--- config.mk ---
export PLATFORM = sky130hd
export DESIGN_NAME = shift_deserializer
export DESIGN_NICKNAME = d
export VERILOG_FILES = /design/src/rtl/shift_deserializer.sv
export SDC_FILE = /design/constraint.sdc
export NUM_CORES = 1
export LEC_CHECK = 0
export ABC_CLOCK_PERIOD_IN_PS = 3550
export BUFFER_PORTS_ARGS = -buffer_cell sky130_fd_sc_hd__buf_2
export CORE_AREA = 2 2 39 41
export DETAILED_ROUTE_END_ITERATION = 12
export DIE_AREA = 0 0 41 43
export HOLD_SLACK_MARGIN = 0.05
export PLACE_DENSITY = 0.68
export SLEW_MARGIN = 20
export SYNTH_ARGS = -nofsm -noshare
export SYNTH_HDL_FRONTEND = slang
export SYNTH_SLANG_ARGS = --single-unit
--- constraint.sdc ---
create_clock -name clk -period 3.55 [get_ports clk]
set_input_delay 0.71 -clock clk [delete_from_list [all_inputs] [get_ports clk]]
set_output_delay 0.71 -clock clk [all_outputs]
set_load 0.01 [all_outputs]
--- src/rtl/shift_deserializer.sv ---
// Serial-in / parallel-out receiver: gathers WIDTH serial bits (MSB- or LSB-first)
// into a word and presents it through a one-entry valid/ready holding register.
module shift_deserializer #(
  parameter int WIDTH = 4
) (
  input  logic             clk,
  input  logic             reset,
  input  logic             ser_in,
  input  logic             ser_valid,
  output logic             ser_ready,
  input  logic             shift,
  input  logic             frame_clr,
  output logic [WIDTH-1:0] out,
  output logic             out_valid,
  input  logic             out_ready,
  output logic             busy
);

  localparam int CNT_W = $clog2(WIDTH);
  localparam logic [CNT_W-1:0] LAST_BIT = CNT_W'(WIDTH - 1);

  logic [CNT_W-1:0] bit_cnt;
  logic [WIDTH-1:0] asm;
  logic             dir_q;

  logic             at_last;
  logic             dir;
  logic             accept;
  logic             complete;
  logic [WIDTH-1:0] shifted;

  assign at_last = (bit_cnt == LAST_BIT);

  // Only the completing bit needs a free (or draining) holding register.
  assign ser_ready = !(out_valid && !out_ready && at_last);
  assign accept    = ser_valid && ser_ready && !frame_clr;
  assign complete  = accept && at_last;
  assign busy      = (bit_cnt != '0);

  // The first bit of a word picks the direction; later bits follow the latched one.
  always_comb begin
    dir     = (bit_cnt == '0) ? shift : dir_q;
    shifted = dir ? {asm[WIDTH-2:0], ser_in} : {ser_in, asm[WIDTH-1:1]};
  end

  // Assembly stage: bit counter, partial word and latched direction.
  always_ff @(posedge clk or negedge reset) begin
    if (!reset) begin
      bit_cnt <= '0;
      asm     <= '0;
      dir_q   <= 1'b1;
    end else if (frame_clr) begin
      bit_cnt <= '0;
      asm     <= '0;
    end else if (accept) begin
      if (bit_cnt == '0) dir_q <= shift;
      if (at_last) begin
        bit_cnt <= '0;
        asm     <= '0;
      end else begin
        bit_cnt <= bit_cnt + CNT_W'(1);
        asm     <= shifted;
      end
    end
  end

  // Output stage: holding register; a completing word may refill it on the drain edge.
  always_ff @(posedge clk or negedge reset) begin
    if (!reset) begin
      out       <= '0;
      out_valid <= 1'b0;
    end else if (complete) begin
      out       <= shifted;
      out_valid <= 1'b1;
    end else if (out_valid && out_ready) begin
      out_valid <= 1'b0;
    end
  end

endmodule

======== Yosys cells after proc, flatten, opt, wreduce, memory -nomap -nowiden ========
Index checks and enable logic that the tools add are counted.
storage, ports and cells
  flip-flop bits (word level) ............. 12
  latch bits .............................. 0
  bits in writable memories ............... 0
  bits in read-only memories .............. 0
  input port bits ......................... 7
  word-level logic and storage cells ...... 32
  memories kept ........................... 0
cells by class
  add/subtract/negate cells ............... 1
  $mul .................................... 0
  divide/modulo/power cells ............... 0
  $lt $le $gt $ge ......................... 0
  equality and inequality tests ........... 1
  shift-type cells ........................ 0
  mux-type cells .......................... 10
  bitwise gates (word level) .............. 1
  reduce and logical (&&, ||, !) cells .... 14
operators with widths
  cell                                         number
  2-to-1 mux 4 bit                             4
  logical AND 1 bit                            6
  2-to-1 mux 2 bit                             3
  nonzero test 2 bit                           3
  logical NOT 1 bit                            3
  2-to-1 mux 1 bit                             3
  adder 2 x 1 -> 2 bit, second input constant  1
  == test 2 bit, second input constant         1
  logical NOT 2 bit                            1
  AND reduction 2 bit                          1
  NOT 1 bit                                    1

======== Logic depth before layout (Yosys ltp) ========
Gate-level depths: netlist of the first run.
  depth after elaboration ................. 8
  mapped depth ............................ 5
  gate-level depth less buffers ........... 5

======== Least setup slack after synthesis of the first run ========
Ideal clock, no wire load.
  path kind ............................... input to register
  from .................................... in shift
  to ...................................... reg out[1]
  arrival time ............................ 1.605 ns
  setup slack ............................. 1.820 ns
  cell stages on the path ................. 3
  buffers on the path ..................... 0
  cells stage by stage .................... mux2i_2 > mux2_4 > mux2_2
between the ends
  longest elaborated chain between the ends .. 2
RTL lines
  what                  RTL line  text
  start, declared       11        input logic shift,
  2-to-1 mux 1 bit      n/a
  2-to-1 mux 4 bit      43        shifted = dir ? {asm[WIDTH-2:0], ser_in} : {ser_in, asm[WIDTH-1:1]};
  end signal, assigned  73        out <= shifted;
  end, declared         13        output logic [WIDTH-1:0] out,
No other way between the ends.
A chain may end at the register's enable or synchronous reset.

======== Worst setup path after layout of the first run ========
  from .................................... reg bit_cnt[0]
  to ...................................... out ser_ready
between the ends
  longest elaborated chain between the ends .. 3
RTL lines
  what                    RTL line  text
  start, declared         22        logic [CNT_W-1:0] bit_cnt;
  start signal, assigned  61        bit_cnt <= bit_cnt + CNT_W'(1);
  == test 2 bit           32        assign at_last = (bit_cnt == LAST_BIT);
  logical AND 1 bit       35        assign ser_ready = !(out_valid && !out_ready && at_last);
  logical NOT 1 bit       35
  end, declared           10        output logic ser_ready,
No other way between the ends.

==> impl_results.md, run 1 <==
* Outcome: complete, no violations
* RSZ-0062 raised after global routing: no
* Hold_buf cts at 0
* Clk pin slew, worst setup/hold paths at 80 ps
* Startpoint Class: flip-flop
* Worst reg-to-reg path cell count at 5
* Die Y at 43 um
* Die area at 1763 sq um
* Setup WS pre-CTS at 1588 ps
* Cell-internal power at 0.2191 mW
* Initial detailed-routing violation count at 7
* Post-synth top area cell: dfrtp_1
* CP arrival at 1300 ps
* Slew margin rel. at 70.41%
* Post-DR vias/cell at 4.914
* DR WL/cell at 12.22 um
* First-pass GRT wire length at 1600 um
* Core area at 1384 sq um
* Fill count at 130
* Max-Cap Viols at 0
* PwrDens at 421.2 nW/um^2
* Pleak at 0.3761 nW
* GRT Residual Overflow at 0
* Initial antenna violation count at 0
* VDD IR max at 217.4 uV
* Vias post-DR at 398
* Layout Skew at 6.755 ps
* Finish-stage setup viols at 0
* GP Congestion at 0.6894
* Sw Ratio at 25.90%
* Hold WC Path Type: in -> async
* Post-layout min period at 2011 ps
* DRC Markers at 0
* # nets final at 75
* Worst-Skew Late Latency at 260 ps
* Post-synth cell types at 22
* Top cell type's share of synthesized area at 46.22%
* DRT antenna net count at 0
* Fin. Hold Viols at 0
* Drt first pass iters at 4
* Mapped Area at 595.6 sq um
* CTS Buffer Depth at 2
* Syn nets at 58
* Register area share after synthesis at 50.63%
* Sequential share of power at 52.9%
* Max Slew Vio Count at 0
* Vias in the first global route at 392
* CP Class: reg -> out
* Antenna cells at 0
* CTS tree: built
* Synth warn at 0
* WP data required at 2840 ps
* Max Freq at 497.2 MHz
* Site Rows at 14
* Worst setup margin at 1539 ps
* Cts repair resizes at 0
* Port Buffers at 13
* Worst Max-Slew Pin Slew at 435.3 ps
* Synth-to-Final Area Change at 17.86%
* Comb power frac at 18.2%
* CTS root buffer: clkbuf_4
* Largest net degree at the start of global routing at 13
* Syn Area/Cell at 12.15 sq um
* GRT Overall Usage at 13.52%
* DP HPWL at 798.2 um
* Detailed Route WL at 990 um
* Die width at 41 um
* Final setup TNS at 0 ps
* Top Ports at 14
* CP endpoint kind: primary output
* Synth area leaders: dfrtp_1, mux2i_1, mux2_4
* Post-CTS Setup Inserts at 0
* CP max FO at 6
* Cells after Synth at 49
* Initial Util at 43.04%
* Fraction of layout cells with a size suffix above 1 at 40.00%
* Clk pwr share at 28.9%
* H-tree depth at 1
* Part of the cycle the worst path needs at 56.65%
* Inserted Clock Buffers at 3
* Switch Pwr at 0.07657 mW
* Yosys reg bits at 12
* Sink Count at 12
## per-layer routing
metal	vias up	share of wire [%]	global-route usage, %	wire [um]
met5	-	0	0	0
met4	0	1.0	6.000	10
met3	2	3.4	3.141	34
met2	6	51	20.31	509
met1	186	44	17.73	436
li1	204	-	-	-
## placed cells by master (no fill, tap or decap), drive strengths merged
master	synthesis	final
buf	0	13
dfrtp	11	11
inv	6	6
mux2i	5	5
clkbuf	1	4
mux2	4	4
a21oi	3	3
o2bb2ai	2	2
a21o	2	2
a32o	2	2
nand2	2	2
ha	2	2
nand3b	1	1
or3b	1	1
nand2b	1	1
nor2b	1	1
and3	1	1
nor2	1	1
nand3	1	1
a31oi	1	1
dfstp	1	1
## power groups by stage
stage | clock [mW] | sequential (mW) | combinational [mW]
3_5_place_dp | 0 | 0.159 | 0.0548
3_3_place_gp | 0 | 0.159 | 0.0532
2_1_floorplan | 0 | 0.162 | 0.0315
6_report | 0.0853 | 0.156 | 0.0539
4_1_cts | 0.0874 | 0.157 | 0.0551
5_1_grt | 0.0964 | 0.158 | 0.0605
## cell families after synthesis
family,share of synthesized area (%)
AOI/OAI and AO/OA,12.81
adders and majority gates,4.201
buffers and inverters,4.621
DFF,50.63
muxes,17.86
and+or+nand+nor,9.875
## final cells by class
type | instances | area [sq um] | area share, %
clock buffers | 4 | 26.28 | 3.743
inverters | 6 | 22.52 | 3.209
multi-input cells | 30 | 266.5 | 37.97
flip-flops and latches | 12 | 301.5 | 42.96
well taps | 16 | 20.02 | 2.852
repair buffers | 13 | 65.06 | 9.269
## cells in the mapped netlist
cell	instances
mux2_4	2
mux2i_2	1
clkbuf_2	1
and3_1	1
o2bb2ai_1	2
a31oi_1	1
nand3_1	1
a21oi_1	3
nand3b_1	1
nand2_1	2
dfstp_2	1
nor2b_4	1
ha_1	2
nand2b_1	1
nor2_1	1
inv_1	6
or3b_2	1
dfrtp_1	11
a32o_2	2
a21o_1	2
mux2i_1	4
mux2_2	2
## worst paths after layout
check | start | endpoint | slack (ps)
min in group clk | asm[3] | asm[3] | 490
worst max register to register | bit_cnt[0] | asm[1] | 1720
max in group asynchronous | reset | dir_q | 2970
worst max-delay path | bit_cnt[0] | ser_ready | 1540
worst min register to register | asm[3] | asm[3] | 490
worst min-delay path | reset | out[0] | 310
## state kept, by name, indices dropped and copies added (netlist names)
| register | count |
|---|---|
| bit_cnt | 2 |
| asm | 4 |
| out_valid | 1 |
| dir_q | 1 |
| out | 4 |
## through the flow
stage	utilization, %	std cells	power [mW]	cell area, sq um	hold WS [ps]
CTS	50.72	81	0.2992	701.9	313.2
detailed placement	48.82	77	0.2143	675.6	480.4
floorplan	-	49	0.1935	595.6	414.4
global route	50.72	81	0.3152	701.9	319.5
finish	50.72	81	0.2956	701.9	307.7
global placement	48.82	77	0.2122	675.6	481.0
## worst max-delay path, cell delays in order, from the launching register on
cell and delay, ps:
dfrtp_1 410, ha_1 260, nand3b_1 200, buf_2 170
No activity file was read; power rests on OpenSTA's default activity.
==> inputs of run 2 (changes only) <==
--- a/config.mk
+++ b/config.mk
@@ -5,13 +5,13 @@
 export SDC_FILE = /design/constraint.sdc
 export NUM_CORES = 1
 export LEC_CHECK = 0
-export ABC_CLOCK_PERIOD_IN_PS = 3550
+export ABC_CLOCK_PERIOD_IN_PS = 1850
 export BUFFER_PORTS_ARGS = -buffer_cell sky130_fd_sc_hd__buf_2
-export CORE_AREA = 2 2 39 41
+export CORE_MARGIN = 2
+export CORE_UTILIZATION = 44
 export DETAILED_ROUTE_END_ITERATION = 12
-export DIE_AREA = 0 0 41 43
 export HOLD_SLACK_MARGIN = 0.05
-export PLACE_DENSITY = 0.68
+export PLACE_DENSITY = 0.7
 export SLEW_MARGIN = 20
 export SYNTH_ARGS = -nofsm -noshare
 export SYNTH_HDL_FRONTEND = slang
==> constraint.sdc (replaced) <==
create_clock -name clk -period 1.85 [get_ports clk]
set_input_delay 0.37 -clock clk [delete_from_list [all_inputs] [get_ports clk]]
set_output_delay 0.37 -clock clk [all_outputs]
set_load 0.01 [all_outputs]
==> run 2 against run 1 <==
Net effect: via count increased by 11%; sequential power increased by 93%; sequential share of layout area fell by 1.6 points; total power is 110% higher; worst hold slack improved by 4.1 ps; critical path depth increased by 2; non-clock buffer count increased by 2; register-to-register slack worse by 1600 ps; worst setup slack got worse by 1500 ps; final cell count up 1.2%; highest routed layer unchanged; clock skew is 4.8 ps lower; die area decreased by 5.6%; largest power group unchanged.
==> impl_results.md, run 2 (synthesis results as in run 1) <==
* Outcome: complete, no violations
* Die Y at 40.79 um
* Drt first pass iters at 4
* Die area at 1664 sq um
* Vias post-DR at 441
* Detailed Route WL at 1122 um
* CP max FO at 4
* CP Class: reg -> reg
* Post-DR vias/cell at 5.378
* RSZ-0062 raised after global routing: no
* Post-CTS Setup Inserts at 0
* Initial antenna violation count at 0
* Biggest registers after layout: asm: 4 flops, out: 4 flops, bit_cnt: 2 flops
* Layout Skew at 1.939 ps
* Post-layout min period at 1763 ps
* RR Startpoint: bit_cnt[1]
* Worst reg-to-reg path cell count at 5
* Finish-stage setup viols at 0
* GP Congestion at 0.6972
* Multi-input logic area at 266.5 sq um
* Max Slew Vio Count at 0
* Fraction of layout cells with a size suffix above 1 at 41.79%
* Slew margin rel. at 71.70%
* Top Ports at 14
* Worst-Skew Late Latency at 280 ps
* Synth-to-Final Area Change at 22.27%
* PwrDens at 859.4 nW/um^2
* Port Buffers at 13
* Clk pin slew, worst setup/hold paths at 80 ps
* Initial detailed-routing violation count at 5
* Inserted Clock Buffers at 3
* H-tree depth at 1
* Antenna cells at 0
* Cts repair resizes at 0
* CTS Buffer Depth at 2
* # nets final at 77
* DRT antenna net count at 0
* CP endpoint kind: flip-flop
* DRC Markers at 0
* Core area at 1285 sq um
* Vias in the first global route at 362
* GRT Residual Overflow at 0
* Fill count at 112
* CTS tree: built
* Startpoint Class: flip-flop
* Most frequent cells in the layout: buf_2, dfrtp_1, inv_1
* Die width at 40.79 um
* Worst Max-Slew Pin Slew at 424.5 ps
* DR WL/cell at 13.68 um
* Part of the cycle the worst path needs at 95.28%
* Initial Util at 46.35%
* Fin util at 56.67%
* Setup crit end: asm[1]
* Sink Count at 12
* Hold WC Path Type: in -> reg
* Max Freq at 567.3 MHz
* Reg2Reg Setup Slack at 90 ps
* WP data required at 2020 ps
* Largest net degree at the start of global routing at 13
* First-pass GRT wire length at 1587 um
* CP arrival at 1930 ps
* Worst Hold Depth at 2
* Fin. Hold Viols at 0
* Seq. cell area at 301.5 sq um
* DP HPWL at 822 um
* Crit path from: bit_cnt[1]
* Max-Cap Viols at 0
* GRT Overall Usage at 15.78%
* Final setup TNS at 0 ps
* Pleak at 0.3912 nW
* Most common cell after layout, fill and taps aside: buf_2
* CTS root buffer: clkbuf_4
* R2R Path End: asm[1]
* VDD IR max at 493.9 uV
* Site Rows at 13
[run 2: cell types whose count changed in the layout (fill, tap and decap cells not counted), sizes merged]
cell	delta
dlygate4sd3	+1
buf	+1
[run 2: final cells by class]
class	instances	share of cell area (%)
Clock buffer	4	4.983
Inverter	6	3.093
Multi-Input combinational cell	30	36.60
Sequential cell	12	41.41
Tap cell	15	2.577
Timing Repair Buffer	15	11.34
[run 2: worst min-delay path by stage]
stage              start         end  slack (ps)
2_1_floorplan      reset      asm[0]          70
3_3_place_gp       reset      out[1]         260
3_5_place_dp       reset      out[1]         260
4_1_cts        frame_clr  bit_cnt[1]         310
5_1_grt        frame_clr  bit_cnt[1]         320
6_report       frame_clr  bit_cnt[1]         310
[run 2: metrics by stage]
step	hold WS (ps)	cell area [sq um]	power [mW]	setup WS (ps)	instances
after floorplan	74.41	595.6	0.3713	136.0	49
after global placement	255.3	681.9	0.4124	164.5	77
after detailed placement	258.3	681.9	0.4177	107.9	77
after CTS	309.2	728.2	0.6288	92.25	82
after global routing	316.0	728.2	0.6616	9.175	82
final	311.8	728.2	0.6258	87.32	82
[run 2: worst max-delay path: stages (launching register included)]
cell	delay, ps
dfrtp_1	380
inv_1	100
ha_1	210
mux2i_2	350
mux2_4	340
a32o_2	270
[run 2: power breakdown]
part,total [mW],internal (mW),switching (mW)
logic,0.113,0.0551,0.0577
registers,0.301,0.288,0.0131
clock network,0.212,0.120,0.0924
total,0.626,0.463,0.163
[run 2: layer usage]
layer	part of all wire (%)	track usage [%]	vias up
li1	-	-	209
met1	45	19.53	210
met2	46	21.88	14
met3	4.7	5.435	8
met4	4.5	12.50	0
met5	0	0	-
[run 2: what timing repair did]
action                                 CTS  global route
endpoints found under the hold margin   11             0
setup endpoints to repair                0             0
hold buffers                             1             0
==> inputs of run 3 (changes only) <==
--- a/config.mk
+++ b/config.mk
@@ -7,11 +7,13 @@
 export LEC_CHECK = 0
 export ABC_CLOCK_PERIOD_IN_PS = 1850
 export BUFFER_PORTS_ARGS = -buffer_cell sky130_fd_sc_hd__buf_2
+export CAP_MARGIN = 40
 export CORE_MARGIN = 2
 export CORE_UTILIZATION = 44
 export DETAILED_ROUTE_END_ITERATION = 12
 export HOLD_SLACK_MARGIN = 0.05
 export PLACE_DENSITY = 0.7
+export SETUP_SLACK_MARGIN = 0.3
 export SLEW_MARGIN = 20
 export SYNTH_ARGS = -nofsm -noshare
 export SYNTH_HDL_FRONTEND = slang
==> run 3 against run 2 <==
Net effect: combinational power rose by 21%; total power rose by 2.7%; design area rose by 9.3%; routed wire length rose by 3.7%; sequential share of layout area fell by 3.5 points; worst setup slack improved by 130 ps; critical path depth did not move; sequential power barely moved; critical path type unchanged; critical endpoint unchanged; global-route usage rose by 0.28 points; first-iteration DRC count did not move; flip-flop and latch count did not move; highest routed layer is now met3; fmax rose by 7.9%.
==> impl_results.md, run 3 (synthesis results as in run 1) <==
* Die width at 40.79 um
* Post-route non-filler standard cell count at 85
* Vias in the first global route at 382
* Hold WC Path Type: in -> reg
* Max Slew Vio Count at 0
* Most common cell after layout, fill and taps aside: buf_2
* Initial Util at 46.35%
* Outcome: complete, no violations
* Fill count at 110
* Post-layout min period at 1634 ps
* Max-Cap Viols at 0
* Post-DR vias/cell at 4.965
* DP HPWL at 795.7 um
* WP data required at 2010 ps
* CTS root buffer: clkbuf_4
* PwrDens at 807.4 nW/um^2
* Fin. Hold Viols at 0
* Worst-Skew Late Latency at 270 ps
* Fraction of layout cells with a size suffix above 1 at 51.43%
* Port Buffers at 13
* CP endpoint kind: flip-flop
* Core area at 1285 sq um
* Sw Ratio at 25.32%
* Inserted Clock Buffers at 3
* CTS Buffer Depth at 2
* Pleak at 0.4095 nW
* Largest net degree at the start of global routing at 13
* Startpoint Class: flip-flop
* VDD IR max at 621.7 uV
* Clk pwr share at 31.4%
* Slew margin rel. at 84.18%
* GRT Overall Usage at 16.06%
* Antenna cells at 0
* Sequential share of power at 47.4%
* Worst Max-Slew Pin Slew at 232.4 ps
* CP Class: reg -> reg
* RR Startpoint: bit_cnt[0]
* CP max FO at 4
* GRT Residual Overflow at 0
* Detailed Route WL at 1163 um
* Vias post-DR at 422
* CP arrival at 1790 ps
* Max Freq at 612.0 MHz
* Die Y at 40.79 um
* Cell-internal power at 0.4798 mW
* HP Start: frame_clr
* Clk pin slew, worst setup/hold paths at 70 ps
* Final setup TNS at 0 ps
* Site Rows at 13
* GP Congestion at 0.8089
* DRT antenna net count at 0
* # nets final at 80
* Comb power frac at 21.3%
* Most frequent cells in the layout: buf_2, dfrtp_1, inv_1, mux2_4, buf_4
* Finish-stage setup viols at 0
* Sink Count at 12
* DRC Markers at 0
* Drt first pass iters at 4
* RSZ-0062 raised after global routing: yes
* Die area at 1664 sq um
* Biggest registers after layout: asm: 4 flops, out: 4 flops, bit_cnt: 2 flops
* Initial antenna violation count at 0
* Switch Pwr at 0.1627 mW
* H-tree depth at 1
* Top Ports at 14
* First-pass GRT wire length at 1607 um
* Crit path from: bit_cnt[0]
* Initial detailed-routing violation count at 5
* Synth-to-Final Area Change at 33.61%
* Part of the cycle the worst path needs at 88.33%
* Layout Skew at 4.188 ps
* DR WL/cell at 13.68 um
* CTS tree: built
* Placed insts at 76
## run 3: worst max-delay path, cell delays in order (launching register included)
cell	delay, ps
dfrtp_1	410
inv_2	80
ha_4	150
mux2i_4	290
mux2_4	330
a32o_2	260
## run 3: worst paths after layout
kind / to / slack [ps] / depth (start not counted)
worst max-delay path: asm[1] / 220 / 5
max in group asynchronous: dir_q / 1080 / 2
worst min-delay path: bit_cnt[1] / 340 / 2
min in group asynchronous: out[1] / 500 / 2
worst max register to register: asm[1] / 220 / 5
worst min register to register: asm[3] / 510 / 1
## run 3: layer usage
layer	vias up	share of wire (%)	global-route usage, %
met3	0	5.6	9.783
met1	195	44	17.35
met4	0	0	5.000
met5	-	0	0
li1	219	-	-
met2	8	51	25.78
## run 3: power groups by stage
stage	Clock [mW]	Combinational, mW	Sequential, mW
2_1_floorplan	0	0.0669	0.312
3_3_place_gp	0	0.109	0.307
3_5_place_dp	0	0.111	0.307
4_1_cts	0.206	0.121	0.303
5_1_grt	0.220	0.150	0.308
6_report	0.202	0.137	0.304
## run 3: area by class of cell
class	instances	area (sq um)	area share (%)
Clock buffer	4	36.28	4.560
Multi-Input combinational cell	30	311.5	39.15
Inverter	6	22.52	2.830
Sequential cell	12	301.5	37.89
Tap cell	15	18.77	2.358
Timing Repair Buffer	18	105.1	13.21
## run 3: repair_timing
item                       4_1_cts  5_1_grt
hold endpoints to repair        11        0
setup buffers                    2        2
gates resized for setup          3        3
pin swaps                        2        0
hold buffers                     1        0
setup endpoints to repair        5        9
## run 3: through the flow
stage / util [%] / power [mW] / worst slack (ps) / area, sq um / hold slack [ps]
global placement: 53.94 / 0.4165 / 165.6 / 693.2 / 254.6
CTS: 59.49 / 0.6295 / 186.1 / 764.5 / 315.2
floorplan: - / 0.3792 / 195.6 / 614.3 / 74.41
finish: 61.93 / 0.6425 / 215.9 / 795.8 / 335.1
detailed placement: 53.94 / 0.4187 / 130.6 / 693.2 / 253.9
global route: 61.93 / 0.6772 / 158.2 / 795.8 / 334.4
